### src/rtl/keypad_scan_decode.sv
// rtl/keypad_scan_decode.sv - 4x4 keypad scanner with debounce and calculator key decode
module keypad_scan_decode #(
  parameter int SCAN_DIV         = 48000,
  parameter int DEBOUNCE_SAMPLES = 10
) (
  input  logic       clk,
  input  logic       rst,
  input  logic [3:0] rows,
  output logic [3:0] cols,
  output logic       key_valid,
  output logic [3:0] key_code,
  output logic       is_number,
  output logic       is_operation,
  output logic [1:0] op_code,
  output logic       is_equals,
  output logic       is_clear,
  output logic       key_held
);

  localparam int DW = $clog2(SCAN_DIV);
  localparam int CW = $clog2(DEBOUNCE_SAMPLES + 1);
  localparam logic [DW-1:0] DIV_LAST = DW'(SCAN_DIV - 1);
  localparam logic [CW-1:0] CNT_LAST = CW'(DEBOUNCE_SAMPLES);

  typedef enum logic [1:0] {
    SCAN     = 2'd0,
    DEBOUNCE = 2'd1,
    HELD     = 2'd2
  } state_t;

  state_t        state;
  state_t        state_next;
  logic [3:0]    rows_m;
  logic [3:0]    rows_s;
  logic [DW-1:0] div;
  logic          tick;
  logic [1:0]    col_idx;
  logic [1:0]    row_idx;
  logic [1:0]    low_row;
  logic [3:0]    pattern;
  logic [CW-1:0] cnt;
  logic [CW-1:0] cnt_inc;
  logic [CW-1:0] rel;
  logic [CW-1:0] rel_inc;
  logic          lock;
  logic          accept;
  logic          advance;
  logic          release_done;
  logic [1:0]    acc_row;
  logic [3:0]    acc_code;

  // Row/column position to calculator key code
  function automatic logic [3:0] keymap(input logic [1:0] r, input logic [1:0] c);
    logic [3:0] k;
    k = 4'd0;
    case ({r, c})
      4'h0: k = 4'd1;
      4'h1: k = 4'd2;
      4'h2: k = 4'd3;
      4'h3: k = 4'd10;
      4'h4: k = 4'd4;
      4'h5: k = 4'd5;
      4'h6: k = 4'd6;
      4'h7: k = 4'd11;
      4'h8: k = 4'd7;
      4'h9: k = 4'd8;
      4'hA: k = 4'd9;
      4'hB: k = 4'd12;
      4'hC: k = 4'd14;
      4'hD: k = 4'd0;
      4'hE: k = 4'd15;
      4'hF: k = 4'd13;
      default: k = 4'd0;
    endcase
    return k;
  endfunction

  assign tick    = (div == DIV_LAST);
  assign cols    = ~(4'b0001 << col_idx);
  assign cnt_inc = cnt + CW'(1);
  assign rel_inc = rel + CW'(1);

  // Lowest-index low row wins; the code is decoded from the live rows when
  // a single-sample debounce accepts straight out of SCAN
  always_comb begin
    low_row = 2'd3;
    if (!rows_s[0])      low_row = 2'd0;
    else if (!rows_s[1]) low_row = 2'd1;
    else if (!rows_s[2]) low_row = 2'd2;
    acc_row  = (state == SCAN) ? low_row : row_idx;
    acc_code = keymap(acc_row, col_idx);
  end

  // State register
  always_ff @(posedge clk) begin
    if (rst) state <= SCAN;
    else     state <= state_next;
  end

  // Next-state and control strobes, all decisions taken on scan ticks
  always_comb begin
    state_next   = state;
    lock         = 1'b0;
    accept       = 1'b0;
    advance      = 1'b0;
    release_done = 1'b0;
    case (state)
      SCAN: begin
        if (tick) begin
          if (rows_s == 4'hF) begin
            advance = 1'b1;
          end else begin
            lock = 1'b1;
            if (DEBOUNCE_SAMPLES == 1) begin
              accept     = 1'b1;
              state_next = HELD;
            end else begin
              state_next = DEBOUNCE;
            end
          end
        end
      end
      DEBOUNCE: begin
        if (tick) begin
          if (rows_s == pattern) begin
            if (cnt_inc == CNT_LAST) begin
              accept     = 1'b1;
              state_next = HELD;
            end
          end else begin
            advance    = 1'b1;
            state_next = SCAN;
          end
        end
      end
      HELD: begin
        if (tick && rows_s == 4'hF && rel_inc == CNT_LAST) begin
          release_done = 1'b1;
          advance      = 1'b1;
          state_next   = SCAN;
        end
      end
      default: state_next = SCAN;
    endcase
  end

  // Synchroniser, scan divider, column pointer, counters and decoded outputs
  always_ff @(posedge clk) begin
    if (rst) begin
      rows_m       <= 4'hF;
      rows_s       <= 4'hF;
      div          <= '0;
      col_idx      <= 2'd0;
      row_idx      <= 2'd0;
      pattern      <= 4'hF;
      cnt          <= '0;
      rel          <= '0;
      key_valid    <= 1'b0;
      key_code     <= 4'd0;
      is_number    <= 1'b0;
      is_operation <= 1'b0;
      op_code      <= 2'd0;
      is_equals    <= 1'b0;
      is_clear     <= 1'b0;
      key_held     <= 1'b0;
    end else begin
      rows_m    <= rows;
      rows_s    <= rows_m;
      div       <= tick ? '0 : div + DW'(1);
      key_valid <= accept;
      if (advance) col_idx <= col_idx + 2'd1;
      if (lock) begin
        row_idx <= low_row;
        pattern <= rows_s;
        cnt     <= CW'(1);
      end else if (state == DEBOUNCE && tick && rows_s == pattern) begin
        cnt <= cnt_inc;
      end
      if (state == HELD && tick) rel <= (rows_s == 4'hF) ? rel_inc : '0;
      if (accept) begin
        key_code     <= acc_code;
        is_number    <= (acc_code <= 4'd9);
        is_operation <= (acc_code >= 4'd10) && (acc_code <= 4'd13);
        op_code      <= ((acc_code >= 4'd10) && (acc_code <= 4'd13)) ? 2'(acc_code - 4'd10) : 2'd0;
        is_equals    <= (acc_code == 4'd15);
        is_clear     <= (acc_code == 4'd14);
        key_held     <= 1'b1;
        rel          <= '0;
      end
      if (release_done) begin
        key_held <= 1'b0;
        rel      <= '0;
      end
    end
  end

endmodule

### config.mk
export PLATFORM = sky130hd
export DESIGN_NAME = keypad_scan_decode
export DESIGN_NICKNAME = d
export VERILOG_FILES = /design/src/rtl/keypad_scan_decode.sv
export SDC_FILE = /design/constraint.sdc
export NUM_CORES = 1
export LEC_CHECK = 0
export ABC_CLOCK_PERIOD_IN_PS = 2200
export CORE_AREA = 2 2 74 76
export CTS_CLUSTER_DIAMETER = 80
export DETAILED_ROUTE_END_ITERATION = 8
export DIE_AREA = 0 0 76 78
export MAX_ROUTING_LAYER = met4
export PLACE_DENSITY = 0.74
export SLEW_MARGIN = 30
export SYNTH_ARGS = -nofsm -noshare
export SYNTH_HDL_FRONTEND = slang
export SYNTH_SLANG_ARGS = --single-unit
export TNS_END_PERCENT = 5
### constraint.sdc
create_clock -name clk -period 2.2 [get_ports clk]
set_input_delay 0.33 -clock clk [delete_from_list [all_inputs] [get_ports clk]]
set_output_delay 0.33 -clock clk [all_outputs]
set_load 0.05 [all_outputs]
* Word-level counts from Yosys, hierarchy flattened
Memories as Yosys holds them, arrays and structs flattened.
Index checks and enable logic that the tools add are counted.
** Operators by class
- $add $sub $neg :: 5
- Order comparisons :: 3
- Eq/ne operators :: 14
- Shift operators :: 1
- Multiplexer cells :: 29
- Bitwise logic cells :: 1
- Reductions and logical operators :: 13
** Operator list (count)
- $eq 4x4->1 const B :: 5
- $mux 2 :: 10
- $add 16x1->16 const B :: 1
- $eq 16x16->1 const B :: 1
- $mux 1 :: 16
- $add 4x1->4 const B :: 2
- $le 4x4->1 const B :: 2
- $ne 2x2->1 const B :: 4
- $logic_and 1x1->1 :: 6
- $pmux 2 s3 :: 1
- $reduce_or 2->1 :: 3
- $reduce_and 5->1 :: 1
- $eq 4x4->1 :: 1
- $ge 4x4->1 const B :: 1
- $mux 4 :: 1
- $not 4->4 :: 1
- $shl 1x2->4 const A :: 1
- $ne 3x3->1 const B :: 1
- $pmux 1 s3 :: 1
- $reduce_or 3->1 :: 1
- $add 2x1->2 const B :: 1
- $eq 2x1->1 const B :: 1
- $eq 2x2->1 const B :: 1
- $logic_not 2->1 :: 1
- other kinds (2) :: 2
** Word-level totals
- Register bits after elaboration :: 54
- Memory bits (read-only) :: 64
- Bits of input ports :: 6
- Output and inout bits :: 16
- Word-level logic and storage cells :: 85
- Memories :: 1
** Memory list
- (name not given) :: depth 16, width 4, read ports 1, clocked after Yosys merged registers in 0, write ports 0, line 56 : case ({r, c})

* Depth between registers and ports, before layout
An unclocked memory read counts as a cell.
- Depth in word-level cells :: 8
- Depth in mapped cells :: 9
- Depth with buffers taken out :: 7

* Worst setup path after synthesis
Ideal clock, no wire load.
- Path type :: reg-to-reg
- Start :: register div[0]
- End :: register op_code[1]
- Setup time :: 116 ps
- Data arrival time :: 2073 ps
- Required time :: 2084 ps
- Slack :: 12 ps
- Stages on the path, launching flop included :: 9
- Buffers on the path :: 2
- Period minus slack after synthesis :: 2188 ps
- Cell sequence :: dfxtp_1 -> ha_1 -> clkbuf_1 -> and3b_1 -> nand4_1 -> or4_4 -> or3_4 -> buf_6 -> a31o_1
** On the way
- Longest elaborated chain between the ends :: 3
** Ends and longest elaborated chain
- start: declaration :: line 35 : logic [DW-1:0] div;
- start signal: assignment :: line 169 : div <= tick ? '0 : div + DW'(1);
- $eq 16x16->1 :: line 78 : assign tick = (div == DIV_LAST);
- $mux 1 :: line 124 : if (tick) begin
- $mux 1 :: line 107 : case (state)
- end signal: assignment :: line 184 : op_code <= ((acc_code >= 4'd10) && (acc_code <= 4'd13)) ? 2'(acc_code - 4'd10) : 2'd0;
- end: declaration :: line 14 : output logic [1:0] op_code,
No other way between the ends.
A chain may end at the register's enable or synchronous reset.

* Worst setup path after layout
Same ends and word-level chain as after synthesis.

==> metrics.txt <==
vias post-DR=roughly 2100; H-tree depth=2; top-area cell type share of the netlist area=~42%; relative slew slack=58.7%; Power, Total=between 1.5 and 2 mW; top_reg_cell synth=dfxtp_1; post-synthesis simple-gate area fraction=between 20% and 30%; area delta synth->final=18.6%; port bufs=21; Chip Height=slightly below 80 um; sequential area share after synthesis=between 40% and 50%; clk root buf=clkbuf_8; # fillers=between 400 and 500; Adder-Cell Fraction of Synth Area=5.29%; initial antenna violation count=0; Final period util=94.8%; setup bufs post-CTS=0; Worst Path Max Fanout=12; # DRC=0; clock transition at the registers of the reported paths=approximately 100 ps; Mapped Cells=between 200 and 300; VDD IR max=0.397 mV; EDFF count, synth=0; Yosys top cell by area=dfxtp_1; Vias/cell=5.19; setup_tns=0 ps; WL final=a little under 5000 um; CP max stage cell=or4_4; CP startpoint kind=flop; Hold WC Path Type=reg2reg; Power Density=570 nW/um^2; combinational family with the most area after synthesis=simple AND/OR/NAND/NOR gates; Mean Syn Cell Area=a little under 9 um^2; DP HPWL=between 3000 and 4000 um; Final Hold Fails=0; DRT Pass-1 Iters=4; final instance area=between 3000 and 4000 um^2; RSZ-0062 raised after global routing=false; largest net degree at the start of global routing=27; Synth Warn #=0; Placed Instance Area=just under 3000 um^2; hold_buf cts=0; Die ar.=5930 um^2; Cell Area, Synth=approximately 2600 um^2; Net Count, Synth=roughly 310; WP data arrival=between 2000 and 2500 ps; Setup crit end kind=flop; synthesis-stage register bit count=54; f_max=480 MHz; clk_lat worst skew=310 ps; synth top area cells=dfxtp_1, nor2_1, ha_1; TritonCTS clock tree=built; die width=76 um; cell leakage power=between 1 and 1.5 nW; final setup vio count=0; count leader, synth=dfxtp_1; Unique masters post-synth=50; DR iter-0 viols=72; n_diodes=0; Async S/R FF share, synth=0%; cell family with most CP delay=simple AND/OR/NAND/NOR gates; CTS Buf Count=5; # Max-Cap Violations=0; outcome=finished, final reports clean; crit path time final=between 2000 and 2500 ps; WP buf/inv=0; CORE AREA=5040 um^2; Final Max Slew Viols=0; GPL Wtd Cong=~0.85; Clock Sinks=54; mux cell area share after synthesis=under 10%; Worst path max stage delay=roughly 470 ps; Synth Area in Compound Gates=9.19%; gr usage total=17.8%; post_cts resized=0; clk buf depth=2; FP Rows=26; vias in the first global route=1953; Worst-Margin Slew=roughly 610 ps; Post-Synth XOR/XNOR Area=approximately 8%; mean routed wirelength per cell=roughly 12 um; antenna-violating nets left=0; share of layout cells above drive strength 1=between 10% and 20%; global-route wire length before repair=approximately 8400 um; Worst Clk Skew=approximately 5.5 ps; synth cell count leaders=dfxtp_1, nor2_1, nand2_1, a21oi_1, nand3_1; Worst EP required=between 2000 and 2500 ps; total gr overflow=0; initial core utilization=roughly half; Final nets=345; crit-path cells=ha_1 -> and3b_1 -> nand4_1 -> or4_4 -> or3_4 -> nor4b_2 -> a31o_1; Ports=22; Crit Path Class=reg2reg
through the flow:
stage               hold slack [ps]  std cells  setup slack, ps  utilization (%)
detailed placement              394        391              115             58.8
global placement                392        391              177             58.8
floorplan                       389        294             11.9                -
finish                          416        399              115             61.2
global route                    429        399             7.86             61.2
CTS                             418        399             35.8             61.0
layout make-up:
cell class | count | area [um^2] | area share, %
timing repair buffer | 38 | 333 | 10.8
inverter | 14 | 52.6 | 1.70
clock buffer | 5 | 68.8 | 2.23
tap | 70 | 87.6 | 2.84
multi-input combinational | 215 | 1420 | 46.0
sequential | 54 | 1080 | 35.0
clock inverter | 3 | 43.8 | 1.42
kinds of logic (layout without fill, tap and decap cells):
kind of cell             Yosys count  in the layout
multiplexers                      15             15
AND/OR/NAND/NOR                  127            127
AO/OA/AOI/OAI                     38             38
XOR/XNOR                          24             24
buffers and inverters             25             60
flip-flops                        54             54
adder cells (fa/ha/maj)           11             11
report_power, final:
group | leakage, nW | switching, mW | internal, mW
Clock | 0.0585 | 0.326 | 0.341
Sequential | 0.438 | 0.00717 | 0.988
Combinational | 0.677 | 0.0527 | 0.0432
Total | 1.17 | 0.386 | 1.37
final timing paths:
path	from	endpoint	slack, ps	depth (start not counted)
setup reg to reg	div[0]	op_code[1]	120	7
setup / recovery	div[0]	op_code[1]	120	7
hold / removal	rows_m[1]	rows_s[1]	420	1
hold reg to reg	rows_m[1]	rows_s[1]	420	1
routing by layer:
metal	wire [um]	global-route usage (%)	vias up
met5	0	-	-
met4	53	4.91	0
met3	136	3.49	5
met2	2270	30.1	21
met1	2450	21.8	971
li1	-	-	1072
state kept, by name, indices dropped and copies added, names as in the netlist, 2 cells and up:
name	flops
div	16
cnt	4
key_code	4
pattern	4
rel	4
rows_m	4
rows_s	4
col_idx	2
op_code	2
row_idx	2
state	2
cell usage in the layout (no fill, tap or decap), types with 2 or more instances in the layout:
cell type,instances
and3_1,3
buf_4,20
or2_2,8
nor4b_1,2
clkbuf_8,5
nand4_1,6
mux2i_1,13
nand2_1,27
dfxtp_1,54
clkdlybuf4s50_1,17
or4_4,2
o311a_1,2
nor3_1,5
nor2_1,36
inv_1,14
and2_1,3
a211oi_1,3
nand3_1,17
ha_1,11
or3_1,3
and4_1,2
a21oi_1,17
xor2_1,14
xnor2_1,10
o21a_1,2
o21ai_0,7
Power figures use the tool's default switching activity.
